$ cat config.mk
export PLATFORM = sky130hd
export DESIGN_NAME = tia_phase_ctl
export DESIGN_NICKNAME = d
export VERILOG_FILES = /design/src/rtl/tia_pkg.sv /design/src/rtl/tia_phase_timer.sv /design/src/rtl/tia_phase_ctl.sv
export SDC_FILE = /design/constraint.sdc
export NUM_CORES = 1
export LEC_CHECK = 0
export CAP_MARGIN = 20
export CORE_AREA = 2 2 39 41
export DETAILED_ROUTE_END_ITERATION = 7
export DIE_AREA = 0 0 41 43
export PLACE_DENSITY_LB_ADDON = 0.05
export SLEW_MARGIN = 20
export SYNTH_ARGS = -nofsm -noshare
export SYNTH_HDL_FRONTEND = slang
export SYNTH_SLANG_ARGS = --single-unit
$ cat constraint.sdc
create_clock -name clk -period 2.1 [get_ports clk]
set_clock_uncertainty 0.15 [all_clocks]
set_input_delay 0.21 -clock clk [delete_from_list [all_inputs] [get_ports clk]]
set_output_delay 0.21 -clock clk [all_outputs]
set_load 0.1 [all_outputs]
$ cat src/rtl/tia_pkg.sv
// Shared phase encoding for the TIA two-phase strobe sequencer.
package tia_pkg;

  typedef enum logic [1:0] {
    P_S1 = 2'd0,
    P_GA = 2'd1,
    P_S2 = 2'd2,
    P_GB = 2'd3
  } phase_t;

endpackage

$ cat src/rtl/tia_phase_timer.sv
// Duration counter: counts up from 0, flags the last cycle of a state,
// and can be cleared on a state change or frozen while parked.
module tia_phase_timer #(
  parameter int CW = 4
) (
  input  logic          clk,
  input  logic          reset,
  input  logic          clr_i,
  input  logic          hold_i,
  input  logic [CW-1:0] lim_i,
  output logic          tc_o
);

  logic [CW-1:0] cnt_q, cnt_d;

  always_comb begin
    cnt_d = cnt_q + 1'b1;
    if (clr_i)       cnt_d = '0;
    else if (hold_i) cnt_d = cnt_q;
  end

  always_ff @(posedge clk) begin
    if (reset) cnt_q <= '0;
    else       cnt_q <= cnt_d;
  end

  assign tc_o = (cnt_q == lim_i);

endmodule

$ cat src/rtl/tia_phase_ctl.sv
// Two-phase non-overlapping s1/s2 strobe sequencer with run, single-step
// and resync control for the TIA D1/D2 shift-stage chains.
module tia_phase_ctl
  import tia_pkg::*;
#(
  parameter int S1_W  = 1,
  parameter int GAP_W = 1,
  parameter int S2_W  = 1,
  parameter int CW    = 4
) (
  input  logic       clk,
  input  logic       reset,
  input  logic       run,
  input  logic       step,
  input  logic       resync,
  output logic       s1,
  output logic       s2,
  output logic [1:0] phase,
  output logic       busy,
  output logic       cycle_done
);

  if (S1_W < 1 || GAP_W < 1 || S2_W < 1) begin : g_bad_width
    $error("tia_phase_ctl: all phase widths must be >= 1");
  end
  if (S1_W > 2**CW || GAP_W > 2**CW || S2_W > 2**CW) begin : g_bad_cw
    $error("tia_phase_ctl: CW too narrow for the phase widths");
  end

  localparam logic [CW-1:0] S1_LIM  = CW'(S1_W - 1);
  localparam logic [CW-1:0] GAP_LIM = CW'(GAP_W - 1);
  localparam logic [CW-1:0] S2_LIM  = CW'(S2_W - 1);

  phase_t        state_q, state_d;
  logic          parked_q, parked_d;
  logic          s1_q, s2_q, done_q, done_d;
  logic          clr, hold, tc;
  logic [CW-1:0] lim;

  always_comb begin
    unique case (state_q)
      P_S1:    lim = S1_LIM;
      P_S2:    lim = S2_LIM;
      default: lim = GAP_LIM;
    endcase
  end

  tia_phase_timer #(.CW(CW)) u_timer (
    .clk   (clk),
    .reset (reset),
    .clr_i (clr),
    .hold_i(hold),
    .lim_i (lim),
    .tc_o  (tc)
  );

  // Resync and an accepted step act on the very next edge; everything else
  // waits for the current state's width to expire.
  always_comb begin
    state_d  = state_q;
    parked_d = parked_q;
    done_d   = 1'b0;
    clr      = 1'b0;
    hold     = 1'b0;
    if (resync) begin
      state_d  = P_GB;
      parked_d = 1'b0;
      clr      = 1'b1;
    end else if (parked_q && !run && step) begin
      state_d  = P_S1;
      parked_d = 1'b0;
      clr      = 1'b1;
    end else if (tc) begin
      unique case (state_q)
        P_S1: begin state_d = P_GA; clr = 1'b1; end
        P_GA: begin state_d = P_S2; clr = 1'b1; end
        P_S2: begin state_d = P_GB; clr = 1'b1; done_d = 1'b1; end
        P_GB: begin
          if (run) begin
            state_d  = P_S1;
            parked_d = 1'b0;
            clr      = 1'b1;
          end else begin
            parked_d = 1'b1;
            hold     = 1'b1;
          end
        end
        default: ;
      endcase
    end
  end

  always_ff @(posedge clk) begin
    if (reset) begin
      state_q  <= P_GB;
      parked_q <= 1'b1;
      s1_q     <= 1'b0;
      s2_q     <= 1'b0;
      done_q   <= 1'b0;
    end else begin
      state_q  <= state_d;
      parked_q <= parked_d;
      s1_q     <= (state_d == P_S1);
      s2_q     <= (state_d == P_S2);
      done_q   <= done_d;
    end
  end

  assign s1         = s1_q;
  assign s2         = s2_q;
  assign phase      = state_q;
  assign busy       = ~parked_q;
  assign cycle_done = done_q;

endmodule

==> results of run 1 <==
per-stage QoR:
| step | hold WS (ps) | setup WS [ps] |
|---|---|---|
| detailed placement | 358.4 | 353.3 |
| global placement | 379.6 | 347.2 |
| CTS | 365.3 | 338.4 |
| floorplan | 148.9 | 89.75 |
| finish | 368.0 | 355.4 |
| global route | 383.6 | 269.5 |
final timing paths:
path                                       from                             to  slack [ps]
setup / recovery  u_timer.cnt_q[0]$_SDFFE_PP0N_                  s2$_SDFF_PP0_         360
hold / removal    u_timer.cnt_q[1]$_SDFFE_PP0N_  u_timer.cnt_q[1]$_SDFFE_PP0N_         370
setup reg to reg  u_timer.cnt_q[0]$_SDFFE_PP0N_                  s2$_SDFF_PP0_         360
hold reg to reg   u_timer.cnt_q[1]$_SDFFE_PP0N_  u_timer.cnt_q[1]$_SDFFE_PP0N_         370
cell type report:
| class | count | area [um2] | area share |
|---|---|---|---|
| inverters | 5 | 18.77 | 0.02868 |
| clock buffers | 4 | 36.28 | 0.05545 |
| flip-flops and latches | 10 | 200.2 | 0.3059 |
| well taps | 16 | 20.02 | 0.03059 |
| repair buffers | 12 | 100.1 | 0.1530 |
| multi-input cells | 43 | 279.0 | 0.4264 |
critical path, cell delays in order, from the launching register on:
cell	delay (ps)
dfxtp_1	330
inv_1	80
ha_1	160
or3b_1	460
or3_1	360
a21oi_2	140
state kept, by name (all words and copies together), names as in the netlist:
name	flops
phase	2
cycle_done	1
s1	1
parked_q	1
u_timer.cnt_q	4
s2	1
kinds of logic (layout without fill, tap and decap cells):
group           count (synthesis)  after routing  synth area share
simple gates                   25             25            0.2893
compound gates                 15             15            0.1912
flops                          10             10            0.3922
buf+inv                         8             21           0.06127
fa+ha+maj                       2              2           0.04901
xor+xnor                        1              1           0.01716
metal layers:
metal,track usage,vias to the layer above,share of wire
li1,-,249,-
met2,0.1875,15,0.46
met4,0.09333,0,0.022
met3,0.04712,4,0.051
met1,0.2097,222,0.47
met5,0,-,0
Yosys cell counts (2+ instances only):
cell type | instances | area share
a21oi_1 | 4 | 0.039
clkbuf_1 | 2 | 0.015
dfxtp_1 | 10 | 0.39
ha_1 | 2 | 0.049
inv_1 | 5 | 0.037
nand2_1 | 2 | 0.015
nand3_1 | 6 | 0.059
nor2_1 | 4 | 0.029
nor3_1 | 2 | 0.020
o21ai_0 | 2 | 0.020
o22ai_1 | 2 | 0.025
power by group:
| part | switching [mW] | total (mW) | leakage [nW] | internal, mW |
|---|---|---|---|---|
| clock | 0.0648 | 0.170 | 0.0210 | 0.105 |
| sequential | 0.0103 | 0.207 | 0.0816 | 0.197 |
| combinational | 0.0738 | 0.107 | 0.171 | 0.0330 |
| total | 0.149 | 0.484 | 0.274 | 0.335 |
==> out/qor.txt, run 1 <==
CP Max Fanout = 7
H-tree depth = 1
PwrDens = 739.2 nW/um2
DRC viols = 0
Worst-path clk slew = 70 ps
Final Setup Violations = 0
final global-route overflow total = 0
syn avg cell area = 8.369 um2
main flop type after synthesis = dfxtp_1
DP HPWL = 776 um
standard-cell row count = 14
CTS Buf Count = 3
total inserted antenna cells = 0
dpl cell area = 618.1 um2
Ports = 11
Max Cap Viol = 0
final WL = 1026 um
clock buffer depth = 2
Seq/Total Area, Yosys = 0.3922
warnings from Yosys = 0
pin count of the biggest net entering global routing = 12
Num Clock Sinks = 10
DR pass1 iterations = 4
flops & latches, synth = 10
routed vias/inst = 5.444
post-CTS setup buffers = 0
critical setup path kind = flop to flop
hold buffer count at cts = 0
Tot GR Track Use = 0.1487
first-pass GRT wire length = 1766 um
worst path arrival time = 1790 ps
initial antenna violation count = 0
number of global-route vias before repair = 414
worst reg-to-reg path cell count = 5
RSZ-0062 raised after global routing = false
gpl congestion = 0.8524
Design Area, Final = 654.4 um2
P_leak = 0.2738 nW
Post-synth EDFFs = 0
Hold Path Class = flop to flop
Final Power = 0.4837 mW
Relative slew margins = 0.7895
Buffers on Ports = 10
Die Ht = 43 um
cts repair resizes = 0
final critical delay including setup and external delays = 1745 ps
Netlist cell types = 31
Worst Path Required = 2140 ps
overall die width = 41 um
outcome = complete, no violations
clk_lat worst skew = 260 ps
worst slew pin tran = 315.3 ps
placed cells = 86
nets = 82
ANT nets after route = 0
worst IR drop on VDD = 0.3367 mV
initial core utilization = 0.3689
most frequent cells in the layout = 10 x dfxtp_1, 8 x buf_4, 6 x nand3_1
post-route clock period utilization = 0.8308
Post-Layout Cell Count = 90
Area Overhead vs Synth = 28.19%
Startpoint Class = flop
final hold vios = 0
CP endpoint kind = flop
Fmax = 573.2 MHz
routed via count = 490
Synth Instances = 61
core region area = 1384 um2
setup TNS = 0 ps
drt first-iter violations = 18
syn nets = 68
Async S/R FF share, synth = 0
Final Core Density = 0.4729
max-slew violation count = 0
Synth Cell Area = 510.5 um2
commonest non-fill, non-tap cell in the layout = dfxtp_1
Fillers = 134
CTS tree = done
hold path depth = 2
die area = 1763 um2
fraction of layout cells with a size suffix above 1 = 0.1757
average wire per standard cell = 11.40 um
CTS Root Cell = clkbuf_4
(Power assumes the default switching activity.)
==> run 2, diff against run 1 <==
clock period = 1.7 ns   (was 2.1 ns; I/O delays follow)
==> out/qor.txt, run 2 (synthesis gave the netlist of run 1 again) <==
CTS Buf Count = 3 (unchanged)
post-route clock period utilization = 0.9591 (+0.1284)
first-pass GRT wire length = 1821 um (+3.1%)
DRC viols = 0 (unchanged)
setup slack at placement = 35.95 ps (-317.4 ps)
P_leak = 0.3015 nW (+10%)
critical path cell sequence = inv_1, ha_1, or3b_4, or3_1, a21oi_2
Design Area, Final = 743.2 um2 (+14%)
Max Cap Viol = 0 (unchanged)
final global-route overflow total = 0 (unchanged)
routed via count = 497 (+1.4%)
number of global-route vias before repair = 418 (+0.97%)
final WL = 1090 um (+6.2%)
clock buffer depth = 2 (unchanged)
worst hold start = reset
drt first-iter violations = 13 (-5)
cell class contributing the biggest share of worst-path delay = simple AND/OR/NAND/NOR gates
Fmax = 613.3 MHz (+7.0%)
dpl cell area = 718.2 um2 (+16%)
placed cells = 89 (+3.5%)
Worst Path Required = 1750 ps (-390 ps)
critical setup path kind = flop to flop
H-tree depth = 1 (unchanged)
gpl congestion = 0.8229 (-3.5%)
internal reg-to-reg setup slack = 70 ps (-290 ps)
total inserted antenna cells = 0 (unchanged)
worst IR drop on VDD = 0.4244 mV (+26%)
Startpoint Class = flop
Buffers on Ports = 10 (unchanged)
worst slew pin tran = 282.6 ps (-32.63 ps)
Critical-path top delay cell = or3b_4
ANT nets after route = 0 (unchanged)
Die Ht = 43 um (unchanged)
Final Power = 0.5775 mW (+19%)
die area = 1763 um2 (unchanged)
fraction of layout cells with a size suffix above 1 = 0.2368 (+0.06117)
nets = 85 (+3.7%)
most frequent cells in the layout = 8 x dfxtp_1, 6 x nand3_1, 6 x buf_12
commonest non-fill, non-tap cell in the layout = dfxtp_1
Final Setup Violations = 0 (unchanged)
average wire per standard cell = 11.85 um (+3.9%)
initial core utilization = 0.3689 (unchanged)
hold endpoint = parked_q$_SDFFE_PP1P_
hold buffer count at cts = 0 (unchanged)
Relative slew margins = 0.8089 (+0.01939)
RR Startpoint = u_timer.cnt_q[1]$_SDFFE_PP0N_
initial antenna violation count = 0 (unchanged)
RSZ-0062 raised after global routing = false
overall die width = 41 um (unchanged)
Top reg by flops = u_timer.cnt_q
hold path depth = 3 (+1)
Area Overhead vs Synth = 45.59%
final critical delay including setup and external delays = 1631 ps (-114.1 ps)
Worst-path clk slew = 60 ps (about the same)
CP Buf/Inv Count = 1 (unchanged)
standard-cell row count = 14 (unchanged)
pin count of the biggest net entering global routing = 12 (unchanged)
max-slew violation count = 0 (unchanged)
final hold vios = 0 (unchanged)
Ports = 11 (unchanged)
CP Max Fanout = 7 (unchanged)
largest stage delay on the critical path = 410 ps (-50 ps)
CTS Root Cell = clkbuf_4
final worst setup slack = 69.48 ps (-285.9 ps)
Hold Path Class = input pin to flop
Num Clock Sinks = 10 (unchanged)
setup TNS = 0 ps (unchanged)
Post-Layout Cell Count = 92 (+2.2%)
DP HPWL = 811.4 um (+4.6%)
CTS tree = done
worst reg-to-reg path cell count = 5 (unchanged)
outcome = complete, no violations
core region area = 1384 um2 (unchanged)
clk_lat worst skew = 260 ps (about the same)
worst path arrival time = 1690 ps (-100 ps)
Largest register FFs = 4 (unchanged)
DR pass1 iterations = 4 (unchanged)
PwrDens = 777.0 nW/um2 (+5.1%)
routed vias/inst = 5.402 (-0.78%)
Tot GR Track Use = 0.1554 (+0.006655)
CP endpoint kind = flop
FF-to-FF End = s2$_SDFF_PP0_
[run 2: cell count changes in the layout (fill, tap and decap cells not counted), sizes merged]
cell    change
clkbuf      -1
buf         +3
[run 2: power breakdown]
part           leakage, nW  total (mW)  switching, mW  internal (mW)
combinational        0.207       0.160         0.0948         0.0648
clock               0.0138       0.159         0.0770         0.0816
sequential          0.0808       0.259         0.0151          0.244
total                0.302       0.578          0.187          0.391
[run 2: tightest hold or removal path, cell delays in order]
cell             delay, ps
clkdlybuf4s50_1        410
inv_1                   60
o41ai_1                 50
[run 2: metrics by stage]
stage,util,hold slack [ps]
final,0.5371,323.0
after floorplan,-,108.9
after global placement,0.5190,362.5
after detailed placement,0.5190,369.6
after global routing,0.5371,356.8
after CTS,0.5353,326.5
[run 2: how the worst max path moves through the flow]
| stage | startpoint | endpoint | slack (ps) | cells after the start |
|---|---|---|---|---|
| after detailed placement | u_timer.cnt_q[1]$_SDFFE_PP0N_ | s2$_SDFF_PP0_ | 40 | 5 |
| after CTS | u_timer.cnt_q[1]$_SDFFE_PP0N_ | s2$_SDFF_PP0_ | 20 | 5 |
| after global routing | u_timer.cnt_q[0]$_SDFFE_PP0N_ | s2$_SDFF_PP0_ | 4 | 5 |
| final | u_timer.cnt_q[1]$_SDFFE_PP0N_ | s2$_SDFF_PP0_ | 70 | 5 |
| after global placement | u_timer.cnt_q[1]$_SDFFE_PP0N_ | s2$_SDFF_PP0_ | 50 | 5 |
| after floorplan | phase[0]$_SDFF_PP1_ | s2$_SDFF_PP0_ | -6 | 4 |
[run 2: cell type report]
| cell class | instances | area [um2] |
|---|---|---|
| Fill cell | 129 | 640.6 |
| Multi-Input combinational cell | 43 | 281.5 |
| Sequential cell | 10 | 202.7 |
| Timing Repair Buffer | 15 | 197.7 |
| Clock buffer | 3 | 22.52 |
| Tap cell | 16 | 20.02 |
| Inverter | 5 | 18.77 |
[run 2: timing repair]
action	4_1_cts	5_1_grt
endpoints found under the setup margin	0	1
endpoints found under the hold margin	0	0
buffers inserted	0	0
gates resized for setup	0	1
[run 2: routing by layer]
metal  vias up  wire length, um  track usage
met3         5               53      0.03141
met1       223              531       0.2386
met5         -                0            0
met2        15              468       0.1781
met4         0               36       0.1200
li1        254                -            -
==> run 3, diff against run 2 <==
CTS_CLUSTER_SIZE = 24   (was default)
==> results of run 3 <==
Same layout as run 2: the final DEF is identical, and so are final timing and power.
